$ cat src/rtl/multicycle_alu.sv
// rtl/multicycle_alu.sv - registered ALU with iterative unsigned multiply/divide
// Single-cycle ops complete in IDLE; MULU/DIVU iterate WIDTH steps in ITER, then FIN writes results.
module multicycle_alu #(
  parameter int WIDTH   = 32,
  parameter int SHAMT_W = 5
) (
  input  logic             Clk,
  input  logic             Reset_n,
  input  logic             Start,
  input  logic [3:0]       AluCtrl,
  input  logic [WIDTH-1:0] DataIn1,
  input  logic [WIDTH-1:0] DataIn2,
  output logic             Busy,
  output logic             Done,
  output logic [WIDTH-1:0] AluResult,
  output logic [WIDTH-1:0] AluResultHi,
  output logic             Zero,
  output logic             Overflow,
  output logic             DivByZero,
  output logic             IllegalOp
);

  localparam int CW = SHAMT_W + 1;

  typedef enum logic [1:0] {S_IDLE, S_ITER, S_FIN} state_t;

  state_t           r_state, w_next;
  logic [CW-1:0]    r_cnt;
  logic [WIDTH-1:0] r_hi, r_lo, r_b;
  logic [3:0]       r_op;
  logic             r_is_div, r_pend, r_done;
  logic [WIDTH-1:0] r_res, r_res_hi;
  logic             r_zero, r_ovf, r_dbz, r_ill;

  logic [3:0]         w_op;
  logic [WIDTH-1:0]   w_a, w_b, w_sum, w_diff, w_res, w_res_hi;
  logic [SHAMT_W-1:0] w_shamt;
  logic               w_ovf, w_dbz, w_ill, w_iter;
  logic [WIDTH:0]     w_mul_sum, w_div_sh;
  logic [WIDTH-1:0]   w_div_sub;
  logic               w_div_ge;

  // A single-cycle op accepted on the FIN edge is parked (r_pend) and executed from the operand registers next cycle.
  assign w_op    = r_pend ? r_op : AluCtrl;
  assign w_a     = r_pend ? r_lo : DataIn1;
  assign w_b     = r_pend ? r_b  : DataIn2;
  assign w_shamt = w_b[SHAMT_W-1:0];
  assign w_sum   = w_a + w_b;
  assign w_diff  = w_a - w_b;
  assign w_iter  = (w_op == 4'd11) || ((w_op == 4'd12) && (w_b != '0));

  always_comb begin
    w_res    = '0;
    w_res_hi = '0;
    w_ovf    = 1'b0;
    w_dbz    = 1'b0;
    w_ill    = 1'b0;
    case (w_op)
      4'd0: begin
        w_res = w_sum;
        w_ovf = (w_a[WIDTH-1] == w_b[WIDTH-1]) && (w_sum[WIDTH-1] != w_a[WIDTH-1]);
      end
      4'd1: begin
        w_res = w_diff;
        w_ovf = (w_a[WIDTH-1] != w_b[WIDTH-1]) && (w_diff[WIDTH-1] != w_a[WIDTH-1]);
      end
      4'd2:  w_res = w_a | w_b;
      4'd3:  w_res = w_a & w_b;
      4'd4:  w_res = w_a ^ w_b;
      4'd5:  w_res = ~(w_a | w_b);
      4'd6:  w_res = {{(WIDTH-1){1'b0}}, $signed(w_a) < $signed(w_b)};
      4'd7:  w_res = {{(WIDTH-1){1'b0}}, w_a < w_b};
      4'd8:  w_res = w_a << w_shamt;
      4'd9:  w_res = w_a >> w_shamt;
      4'd10: w_res = $signed(w_a) >>> w_shamt;
      4'd11: w_res = '0;
      4'd12: begin
        if (w_b == '0) begin
          w_res    = '1;
          w_res_hi = w_a;
          w_dbz    = 1'b1;
        end
      end
      4'd13: w_res = w_b;
      default: w_ill = 1'b1;
    endcase
  end

  // MULU: shift-add on {r_hi,r_lo}; DIVU: restoring divide, remainder in r_hi, quotient shifts into r_lo.
  assign w_mul_sum = {1'b0, r_hi} + (r_lo[0] ? {1'b0, r_b} : '0);
  assign w_div_sh  = {r_hi, r_lo[WIDTH-1]};
  assign w_div_ge  = w_div_sh >= {1'b0, r_b};
  assign w_div_sub = w_div_sh[WIDTH-1:0] - r_b;

  always_ff @(posedge Clk) begin
    if (!Reset_n) r_state <= S_IDLE;
    else          r_state <= w_next;
  end

  always_comb begin
    w_next = r_state;
    case (r_state)
      S_IDLE:  if (!r_pend && Start && w_iter) w_next = S_ITER;
      S_ITER:  if (r_cnt == CW'(1)) w_next = S_FIN;
      S_FIN:   w_next = (Start && w_iter) ? S_ITER : S_IDLE;
      default: w_next = S_IDLE;
    endcase
  end

  always_comb begin
    Busy = (r_state == S_ITER) || r_pend;
  end

  always_ff @(posedge Clk) begin
    if (!Reset_n) begin
      r_cnt    <= '0;
      r_hi     <= '0;
      r_lo     <= '0;
      r_b      <= '0;
      r_op     <= '0;
      r_is_div <= 1'b0;
      r_pend   <= 1'b0;
      r_done   <= 1'b0;
      r_res    <= '0;
      r_res_hi <= '0;
      r_zero   <= 1'b0;
      r_ovf    <= 1'b0;
      r_dbz    <= 1'b0;
      r_ill    <= 1'b0;
    end else begin
      r_done <= 1'b0;
      case (r_state)
        S_IDLE: begin
          if (r_pend || Start) begin
            r_pend <= 1'b0;
            if (w_iter) begin
              r_hi     <= '0;
              r_lo     <= w_a;
              r_b      <= w_b;
              r_is_div <= (w_op == 4'd12);
              r_cnt    <= CW'(WIDTH);
            end else begin
              r_res    <= w_res;
              r_res_hi <= w_res_hi;
              r_zero   <= (w_res == '0);
              r_ovf    <= w_ovf;
              r_dbz    <= w_dbz;
              r_ill    <= w_ill;
              r_done   <= 1'b1;
            end
          end
        end
        S_ITER: begin
          r_cnt <= r_cnt - CW'(1);
          if (r_is_div) begin
            r_hi <= w_div_ge ? w_div_sub : w_div_sh[WIDTH-1:0];
            r_lo <= {r_lo[WIDTH-2:0], w_div_ge};
          end else begin
            r_hi <= w_mul_sum[WIDTH:1];
            r_lo <= {w_mul_sum[0], r_lo[WIDTH-1:1]};
          end
        end
        S_FIN: begin
          r_res    <= r_lo;
          r_res_hi <= r_hi;
          r_zero   <= (r_lo == '0);
          r_ovf    <= 1'b0;
          r_dbz    <= 1'b0;
          r_ill    <= 1'b0;
          r_done   <= 1'b1;
          if (Start) begin
            r_hi  <= '0;
            r_lo  <= DataIn1;
            r_b   <= DataIn2;
            r_op  <= AluCtrl;
            r_cnt <= CW'(WIDTH);
            r_is_div <= (AluCtrl == 4'd12);
            r_pend   <= !w_iter;
          end
        end
        default: ;
      endcase
    end
  end

  assign Done        = r_done;
  assign AluResult   = r_res;
  assign AluResultHi = r_res_hi;
  assign Zero        = r_zero;
  assign Overflow    = r_ovf;
  assign DivByZero   = r_dbz;
  assign IllegalOp   = r_ill;

endmodule
$ cat config.mk
export PLATFORM = sky130hd
export DESIGN_NAME = multicycle_alu
export DESIGN_NICKNAME = d
export VERILOG_FILES = /design/src/rtl/multicycle_alu.sv
export SDC_FILE = /design/constraint.sdc
export NUM_CORES = 1
export LEC_CHECK = 0
export CAP_MARGIN = 30
export CELL_PAD_IN_SITES_DETAIL_PLACEMENT = 1
export CELL_PAD_IN_SITES_GLOBAL_PLACEMENT = 1
export CORE_MARGIN = 8
export CORE_UTILIZATION = 46
export DETAILED_ROUTE_END_ITERATION = 7
export PLACE_DENSITY = 0.9
export SYNTH_ARGS = -nofsm -noshare
export SYNTH_HDL_FRONTEND = slang
export SYNTH_SLANG_ARGS = --single-unit
$ cat constraint.sdc
create_clock -name Clk -period 9.5 [get_ports Clk]
set_clock_uncertainty 0.2 [all_clocks]
set_input_delay 2.85 -clock Clk [delete_from_list [all_inputs] [get_ports Clk]]
set_output_delay 2.85 -clock Clk [all_outputs]
set_load 0.1 [all_outputs]
==> out/metrics.cfg <==
[outcome]
status=finished clean

[route]
drtPass1Iterations=6
via_count=28800
wire_per_inst_um=36.2
ant_nets=0
route.detailed.drc=0
vias_per_cell=7.43
drt_wl_total_um=140000
drtIter0Drc=3969

[setup_path]
worstSetupPathType=in -> reg
cp-end-kind=register
r2r_slack_ns=1.92
worstReg2RegStart=r_pend
crit_chain=clkdlybuf4s50_1 -> mux2i_4 -> inv_2 -> ha_1 -> fa_1 -> a211oi_1 -> o21bai_1 -> a21oi_1 -> xnor2_1 -> a2111oi_0 -> nand4_1 -> or4_1 -> nor4_1 -> nand4_1 -> or4_1 -> nor4_1 -> a22o_1
start_kind=input port
worstPathMaxFanout=5
r2r-end=AluResult[0]
cp_slowest_cell=a2111oi_0
worstPathArrival_ns=9.14
cp.required_ns=9.75
max_stage_delay_ns=0.94
crit_end=Zero
r2r_cells=16
crit_start=DataIn2[0]

[finish]
seq_area_um2=3590
final_layout_size_suffix_gt1_share_pct=9.69
multi_input_area_um2=17800
fill_cells=6156
final_nets=3443
areaGrowthSynthToFinish_pct=13.2
utilization_pct=52.7

[die]
initial_utilization_pct=46.6
io_pins=141
die_width_um=239
die-area_um2=56900
die_h_um=239
rows=81
core_area_um2=49000

[timing]
hold_violations=0
fin_crit_ns=8.88
holdWs_ns=0.263
setup_ws_ns=0.615
tns_ns=0
setup_viol=0
rsz0062_at_grt=no
tightest_slew_ns=1.22
fin_crit_sh_pct=93.5
fmax_ghz=0.113
max_slew_margin_pct=17.6
maxSlewViolCount=0

[placed_design]
dpl_worst_slack_ns=0.470
gp_congestion=1.11
hpwl_um=108000
io_buffer_count=140

[cts]
insertion_delay_ns=0.51
clkTransAtPathRegs_ns=0.08
cts_hold_buf=0
clock_path_buffers=2
cts_sinks=179
tritoncts=yes
cts_setup_buffers=0
cts_resized=0
cts_buffers=17
cts_htree_levels=4
root_buffer=clkbuf_16

[synthesis]
synth-simple-area-share_pct=20.4
synth_area_um2=22800
synth_seq_area_share_pct=15.7
syn_avg_cell_area_um2=7.27
synth_fp_nets=3391
synth-edff-count=0
synth_seq_cells=179
synthArstFlopShare_pct=0
synth_compound_area_share_pct=32.6
synth_warnings=0
synth.distinct_cells=97
synth_fa_ha_area_share_pct=10.3
syn_inst=3134
synthMuxAreaShare_pct=11.6
synthXorXnorAreaFrac_pct=2.57
synth_ff_type=dfxtp_1
synth_top_family_by_area=compound AO/OA/AOI/OAI gates

[power_and_ir_drop]
p_per_area_nw_per_um2=125
ir_drop_mv=0.138
total_power_mw=3.22
p_leak_nw=9.86

[min_path]
min_path_type=reg -> reg

[global_routing]
grt_pass1_vias=28900
antenna_found_initial=13
grt.overflow.total=0
grt_max_degree=84
grt_pass1_wl_um=201000
grt_util_all_layers_pct=47.5

[run]
maxCapViolations=0

-- kinds of logic after synthesis --
group	Yosys count
AO/OA/AOI/OAI	1096
AND/OR/NAND/NOR	1005
buffers and inverters	376
multiplexers	225
adder cells (fa/ha/maj)	186
flip-flops	179
XOR/XNOR	67
-- cells in the mapped netlist (22+ instances only) --
| library cell | instances | area (um2) |
|---|---|---|
| a211oi_1 | 41 | 308 |
| nor2_1 | 227 | 852 |
| mux2i_1 | 144 | 1440 |
| buf_2 | 25 | 125 |
| o21a_1 | 22 | 165 |
| o22ai_1 | 23 | 144 |
| a21oi_1 | 299 | 1500 |
| nand2b_1 | 30 | 188 |
| nand3_1 | 51 | 255 |
| buf_1 | 22 | 82.6 |
| a21o_1 | 37 | 278 |
| and2_1 | 49 | 307 |
| mux2_2 | 49 | 552 |
| nand2_1 | 394 | 1480 |
| a22oi_1 | 107 | 803 |
| inv_1 | 130 | 488 |
| dfxtp_1 | 179 | 3580 |
| nand4_1 | 34 | 213 |
| a22o_1 | 28 | 245 |
| clkbuf_1 | 169 | 634 |
| o211ai_1 | 104 | 781 |
| nor3_1 | 78 | 390 |
| xnor2_1 | 50 | 438 |
| o21ai_0 | 162 | 811 |
| nor4_1 | 32 | 200 |
| ha_1 | 182 | 2280 |
-- cell type report --
class	instances	area share, %
tap	664	3.22
multi-input combinational	2579	69.0
sequential	179	13.9
antenna	6	0.0582
inverter	149	2.18
clock inverter	14	0.728
timing repair buffer	260	9.22
clock buffer	18	1.70
-- critical path: cells and delay by family --
family,cells,cell delay (ns)
buffers and inverters,2,0.74
adders and majority gates,2,0.81
and+or+nand+nor,6,2.47
AOI/OAI and AO/OA,5,1.82
xor gates and xnor gates,1,0.09
muxes,1,0.32
-- where the power goes --
group | switching (mW) | internal, mW
Combinational | 1.08 | 0.464
Sequential | 0.0779 | 0.792
Clock | 0.396 | 0.409
Total | 1.56 | 1.67
-- worst min-delay path by stage --
stage / from / to / slack, ns / cells past startpoint
2_1_floorplan: r_cnt[1] / r_cnt[1] / 0.25 / 2
3_3_place_gp: AluResult[11] / AluResult[11] / 0.24 / 2
3_5_place_dp: AluResult[13] / AluResult[13] / 0.25 / 2
4_1_cts: AluResult[13] / AluResult[13] / 0.26 / 2
5_1_grt: AluResult[7] / AluResult[7] / 0.29 / 2
6_report: AluResult[13] / AluResult[13] / 0.26 / 2
-- layer usage --
metal | up-vias | track usage (%) | wire [um]
met3 | 773 | 12.3 | 15100
met4 | 15 | 42.8 | 15700
li1 | 11800 | - | -
met5 | - | 0 | 123
met2 | 2272 | 73.0 | 60300
met1 | 13900 | 53.8 | 49100
-- layout by cell type (no fill, tap or decap), types with 18 or more instances in the layout --
cell and n:
nand4_1 34, a22o_1 28, nor4_1 31, and2_1 49
nand2b_1 30, o22ai_1 22, clkdlybuf4s50_1 140, nand3_1 51
o21ai_0 162, or3_1 21, o211ai_1 104, ha_1 180
a31oi_1 21, a221oi_1 20, dfxtp_1 177, xnor2_1 50
inv_2 18, nor2_1 226, o21bai_1 20, a21oi_1 296
a211oi_1 39, mux2i_4 19, o21a_1 22, mux2i_1 143
nor2b_1 18, inv_1 130, nand2_1 394, nor3_1 76
buf_4 112, a22oi_1 107, mux2_2 49, a21o_1 37
-- registers in the layout, indices dropped and copies added (netlist names), 2 cells and up --
register     count
r_lo            32
r_b             32
AluResult       32
r_state          2
r_op             4
r_hi            32
AluResultHi     32
r_cnt            6
-- stage by stage --
stage               instance area [um2]  instances
finish                            25800       3869
detailed placement                25100       3827
floorplan                         22800       3134
CTS                               25700       3859
global route                      25800       3864
global placement                  25000       3823
Power figures use the tool's default switching activity.
